### src/rtl/icache_fill_ctrl.sv
// rtl/icache_fill_ctrl.sv - instruction cache miss/fill controller
// Takes a miss, requests the 8-word block, writes it back and counts hits and misses.
module icache_fill_ctrl #(
  parameter int unsigned TIMEOUT = 255,
  parameter int unsigned CNT_W   = 32
) (
  input  logic             CLK,
  input  logic             RST_N,
  input  logic             en,
  input  logic [31:0]      pc,
  input  logic             hit,
  input  logic             miss,
  input  logic             flush,
  input  logic             mem_ack,
  output logic             stall,
  output logic             update,
  output logic             mem_req,
  output logic [31:0]      mem_addr,
  output logic             err,
  output logic [CNT_W-1:0] hit_cnt,
  output logic [CNT_W-1:0] miss_cnt
);

  typedef enum logic [1:0] {IDLE, REQ, FILL, DONE} state_e;

  localparam logic [7:0] WAIT_LAST = 8'(TIMEOUT - 1);

  state_e           state_q;
  logic [26:0]      blk_q;
  logic [7:0]       wait_q;
  logic             err_q;
  logic [CNT_W-1:0] hit_cnt_q;
  logic [CNT_W-1:0] miss_cnt_q;

  logic take_miss;
  logic blk_match;
  logic unused_pc_bits;

  assign take_miss      = en && miss && !flush;
  assign blk_match      = (pc[31:5] == blk_q);
  assign unused_pc_bits = ^pc[4:0];

  // Outputs decoded from state are gated by reset so a reset mid-fill never strobes.
  assign mem_req  = RST_N && (state_q == REQ);
  assign update   = RST_N && (state_q == FILL) && blk_match;
  assign stall    = (RST_N && (state_q != IDLE)) || take_miss;
  assign mem_addr = {blk_q, 5'b0};
  assign err      = err_q;
  assign hit_cnt  = hit_cnt_q;
  assign miss_cnt = miss_cnt_q;

  always_ff @(posedge CLK) begin
    if (!RST_N) begin
      state_q    <= IDLE;
      blk_q      <= '0;
      wait_q     <= '0;
      err_q      <= 1'b0;
      hit_cnt_q  <= '0;
      miss_cnt_q <= '0;
    end else begin
      if ((state_q == IDLE) && en && hit && (hit_cnt_q != '1))
        hit_cnt_q <= hit_cnt_q + CNT_W'(1);
      case (state_q)
        IDLE: begin
          if (take_miss) begin
            state_q <= REQ;
            blk_q   <= pc[31:5];
            wait_q  <= '0;
            if (miss_cnt_q != '1)
              miss_cnt_q <= miss_cnt_q + CNT_W'(1);
          end
        end
        REQ: begin
          if (flush) begin
            state_q <= IDLE;
          end else if (mem_ack) begin
            state_q <= FILL;
          end else if (wait_q == WAIT_LAST) begin
            err_q   <= 1'b1;
            state_q <= IDLE;
          end else begin
            wait_q <= wait_q + 8'd1;
          end
        end
        // A PC that left the block during the request skips the write entirely.
        FILL:    state_q <= blk_match ? DONE : IDLE;
        DONE:    state_q <= IDLE;
        default: state_q <= IDLE;
      endcase
    end
  end

endmodule

### config.mk
export PLATFORM = sky130hd
export DESIGN_NAME = icache_fill_ctrl
export DESIGN_NICKNAME = d
export VERILOG_FILES = /design/src/rtl/icache_fill_ctrl.sv
export SDC_FILE = /design/constraint.sdc
export NUM_CORES = 1
export LEC_CHECK = 0
export ABC_AREA = 1
export CAP_MARGIN = 25
export CORE_AREA = 2 2 129 99
export DETAILED_ROUTE_END_ITERATION = 8
export DIE_AREA = 0 0 131 101
export HOLD_SLACK_MARGIN = 0.15
export PLACE_DENSITY = 0.95
export SLEW_MARGIN = 20
export SYNTH_ARGS = -nofsm -noshare
export SYNTH_HDL_FRONTEND = slang
export SYNTH_SLANG_ARGS = --single-unit
### constraint.sdc
create_clock -name CLK -period 3.7 [get_ports CLK]
set_input_delay 0.925 -clock CLK [delete_from_list [all_inputs] [get_ports CLK]]
set_output_delay 0.925 -clock CLK [all_outputs]
set_load 0.01 [all_outputs]
== After elaboration in Yosys (flattened, before gate mapping) ==
Index checks and enable logic that the tools add are counted.
Storage, ports and cells
  memory bits (read-only): 0
  memories: 0
  output and inout port bits: 100
  bits of input ports: 39
  flip-flop bits (word level): 102
  memory bits (writable): 0
  word-level logic and storage cells: 53
  latch bits: 0
Cells by class
  $add $sub $neg: 3
  multiply operators: 0
  shift operators: 0
  magnitude comparators: 0
  multiplexer cells: 11
  reduce and logical (&&, ||, !) cells: 19
  eq/ne operators: 12
  bitwise logic cells: 2
  div/mod/pow operators: 0
Operators with widths (count)
  32-bit by 1-bit adder with 32-bit output (second input constant): 2
  32-bit inequality test (second input constant): 2
  8-bit 2-to-1 mux: 4
  27-bit equality test: 1
  8-bit one-hot mux with 2 select lines: 1
  2-bit 2-to-1 mux: 5
  1-bit logical AND: 9
  8-bit by 1-bit adder with 8-bit output (second input constant): 1
  8-bit equality test (second input constant): 1
  2-bit inequality test (second input constant): 4
  2-bit one-hot mux with 4 select lines: 1
  5-bit AND reduction: 1
  2-bit equality test (second input constant): 2
  4-bit by 3-bit inequality test with 1-bit output (second input constant): 1
  2-bit AND reduction: 2
  4-bit AND reduction: 1
  2-bit nonzero test: 2
  3-bit AND reduction: 1
  2-bit by 1-bit equality test with 1-bit output (second input constant): 1
  2-bit zero test: 1
  1-bit inverter: 2
  1-bit zero test: 1
  1-bit logical OR: 1

== Logic depth before layout (Yosys ltp) ==
  depth in word-level cells: 5
  mapped depth: 12
  gate-level depth less buffers: 12

== Least setup slack after synthesis ==
No wires, ideal clock.
  path kind: input -> output
  start: input port pc[31]
  end: output port update
  arrival time: 1.591 ns
  buffers on the path: 0
  stages: 8
  required time: 2.775 ns
  slack: 1.184 ns
  cell sequence: inv_1 > nor2_1 > nand3b_1 > nor2_1 > nand2_1 > nor2_1 > nand2_1 > nor2_1
On the way
  longest elaborated chain between the ends: 2
Ends and longest elaborated chain
  start: declaration: line 10  | input logic [31:0] pc,
  27-bit equality test: line 40  | assign blk_match = (pc[31:5] == blk_q);
  1-bit logical AND: line 45  | assign update = RST_N && (state_q == FILL) && blk_match;
  end: declaration: line 16  | output logic update,
Every way passes these cells.

== Worst setup path in the final report ==
  start: input port pc[30]
  end: output port update
The elaborated chain is that of the path after synthesis.

==> results.sh <==
export IMPL_cts_htree_levels=3
export IMPL_fin_crit_ns=3.28
export IMPL_fillers=1012
export IMPL_rows=35
export IMPL_seq_area_um2=2040
export IMPL_clockPowerShare_pct=40.6
export IMPL_wl_mm=17.7
export IMPL_fp_dieH_um=101
export IMPL_synth_cell_type_count=33
export IMPL_grt_pass1_wl_mm=28.8
export IMPL_first_pass_iters=5
export IMPL_cts_buffer_depth=2
export IMPL_via_per_inst=5.29
export IMPL_multi_input_area_um2=3860
export IMPL_critPathRequiredTime_ns=2.77
export IMPL_synth_seq_cells=102
export IMPL_r2r_setup_slack_ns=1.37
export IMPL_max_freq_mhz=305
export IMPL_drt_iter0_markers=685
export IMPL_period_share_pct=88.6
export IMPL_io_pins=139
export IMPL_p_leak_nw=3.09
export IMPL_fin_util_pct=67.3
export IMPL_grt_pass1_vias=6198
export IMPL_gp_congestion=0.978
export IMPL_p_comb_share_pct=11.3
export IMPL_run_status="completed"
export IMPL_worstRegToRegCells=10
export IMPL_finalMaxSlewViolations=0
export IMPL_clk_latency_ns=0.35
export IMPL_syn2layout_area_growth_pct=25.3
export IMPL_finalHoldViolCount=0
export IMPL_cp_max_fo=2
export IMPL_cp_arrival_ns=2.35
export IMPL_cts_root_buf="clkbuf_16"
export IMPL_seq_power_share_pct=48.0
export IMPL_dieArea_um2=13200
export IMPL_hold_path_class="reg2reg"
export IMPL_post_drt_wl_per_cell_um=13.4
export IMPL_place_inst=1304
export IMPL_path_clk_slew_ns=0.07
export IMPL_numCtsBuffers=9
export IMPL_tns_ns=0
export IMPL_final_nets=1192
export IMPL_crit_type="in2out"
export IMPL_routed_via_count=6984
export IMPL_post_dp_cell_area_um2=7800
export IMPL_grt_use_total_pct=27.2
export IMPL_cp_start_kind="input port"
export IMPL_whs_ns=0.469
export IMPL_yosysWarnings=0
export IMPL_synth_seq_area_share_pct=31.6
export IMPL_grt_overflow_total=0
export IMPL_grt_start_max_net_pins=47
export IMPL_skew_ns=0.00644
export IMPL_clkSinkCount=102
export IMPL_syn_inst=1032
export IMPL_post_cts_buffers=0
export IMPL_drive_above_1_share_pct=8.49
export IMPL_stdcell_count=1320
export IMPL_p_per_area_nw_per_um2=292
export IMPL_synthesis_area_um2=6470
export IMPL_timing_rr_end="miss_cnt[12]"
export IMPL_worstSetupEndpointType="primary output"
export IMPL_power_switching_uw=601
export IMPL_cap_violations=0
export IMPL_dp_hpwl_mm=13.3
export IMPL_crit_path_end="update"
export IMPL_coreArea_um2=12000
export IMPL_fin_area_um2=8110
export IMPL_n_antenna_cell=0
export IMPL_finalSetupViolations=0
export IMPL_r2r_start="miss_cnt[1]"
export IMPL_intPower_mw=1.77
export IMPL_cts_tree="yes"
export IMPL_antenna_found_initial=0
export IMPL_synth_area_per_cell_um2=6.27
export IMPL_p_sw_share_pct=25.3
export IMPL_cts_hold_buf=0
export IMPL_drc=0
export IMPL_crit_path_start="pc[30]"
export IMPL_start_util_pct=53.7
export IMPL_numPortBuffers=128
export IMPL_vdd_ir_drop_max_mv=0.211
export IMPL_rsz0062_at_grt="no"
export IMPL_die_w_um=131
export IMPL_postRouteAntennaNets=0
==> cell type report <==
class                   count  share of cell area (%)
multi-input cells         805                    47.7
well taps                 166                    2.56
flip-flops and latches    102                    25.2
clock inverters             6                   0.756
repair buffers            134                    16.4
inverters                  97                    4.49
clock buffers              10                    2.95
==> layout by cell type, fill, tap and decap left out, types with 9 or more instances in the layout <==
master / Yosys / layout
nand2_1: 363 / 363
nor2_1: 155 / 154
clkdlybuf4s50_1: 0 / 127
dfxtp_1: 102 / 102
inv_1: 94 / 94
a21oi_1: 60 / 60
o21ai_0: 36 / 36
a21oi_2: 29 / 29
nand3_1: 27 / 27
nand2_2: 23 / 23
nand3b_1: 20 / 20
xor2_1: 20 / 20
xnor2_1: 19 / 19
nand4_1: 15 / 15
clkbuf_16: 0 / 9
==> kinds of logic (layout without fill, tap and decap cells) <==
| family | Yosys count | count (layout) | share of synthesized area, % |
|---|---|---|---|
| buffers and inverters | 129 | 247 | 9.07 |
| AOI/OAI and AO/OA | 126 | 126 | 11.5 |
| xor gates and xnor gates | 39 | 39 | 5.28 |
| other | 1 | 5 | 0.0580 |
| DFF | 102 | 102 | 31.6 |
| adders and majority gates | 4 | 4 | 0.774 |
| and+or+nand+nor | 631 | 631 | 41.8 |
==> registers in the layout (all words and copies together) (netlist names) <==
signal and count:
wait_q 8, err 1, hit_cnt 32, miss_cnt 32, blk_q 27, state_q 2
==> worst min path at each step <==
stage	start	to	slack, ns	cells after the start
3_3_place_gp	err	err	0.45	2
5_1_grt	err	err	0.51	2
2_1_floorplan	wait_q[3]	wait_q[3]	0.46	2
3_5_place_dp	err	err	0.46	2
4_1_cts	err	err	0.47	2
6_report	err	err	0.47	2
==> power groups by stage <==
stage	registers [mW]	logic, mW	clock network [mW]
global route	1.14	0.294	1.02
detailed placement	1.16	0.265	0
finish	1.14	0.268	0.963
CTS	1.14	0.265	0.973
floorplan	1.17	0.153	0
global placement	1.16	0.260	0
==> critical path, stage by stage <==
cell             delay (ns)
clkdlybuf4s50_1        0.49
inv_1                  0.07
nand2_1                0.12
nand4_1                0.15
nor2_1                 0.12
nand2_1                0.06
nor2_1                 0.08
nand2_1                0.06
nor2_1                 0.11
dlymetal6s2s_1         0.17
==> Yosys cell counts <==
cell        n  area share [%]
nand2_4     6             1.0
nor2_8      1            0.31
buf_6       1            0.17
nand3_1    27             2.1
o21bai_1    1            0.12
nand4_1    15             1.5
and2_1      2            0.19
buf_8       1            0.23
inv_1      94             5.5
xor2_1     20             2.7
clkbuf_1   14            0.81
buf_1       1           0.058
or2_2       3            0.29
nor3_1      3            0.23
nand3b_1   20             2.3
nor2_4      4            0.70
nand2_2    23             2.2
a21oi_1    60             4.6
xnor2_1    19             2.6
a21oi_2    29             3.9
ha_1        4            0.77
nor2_1    155             9.0
nor3b_1     1            0.12
buf_2       4            0.31
nor2_2      6            0.58
buf_12      3            0.93
nand2_1   363              21
and3_1      2            0.19
dfxtp_1   102              32
o21ai_0    36             2.8
conb_1      1           0.058
buf_4       8            0.93
inv_2       3            0.17
==> what timing repair did <==
| item | CTS | global route |
|---|---|---|
| gates resized for setup | 0 | 1 |
| setup endpoints to repair | 0 | 1 |
| endpoints found under the hold margin | 0 | 0 |
==> layer usage <==
layer	global-route usage [%]	vias to the layer above	part of all wire, %
met2	44.8	311	45
met3	6.16	37	8.4
met1	36.0	3184	44
met5	0	-	0
li1	-	3452	-
met4	7.12	0	1.8
==> stage by stage <==
stage / power (mW) / worst slack (ns)
finish: 2.37 / 0.422
global route: 2.45 / 0.291
CTS: 2.38 / 0.0597
detailed placement: 1.43 / 0.0588
global placement: 1.42 / 0.0862
floorplan: 1.32 / 1.18
No activity file was read; power rests on OpenSTA's default activity.
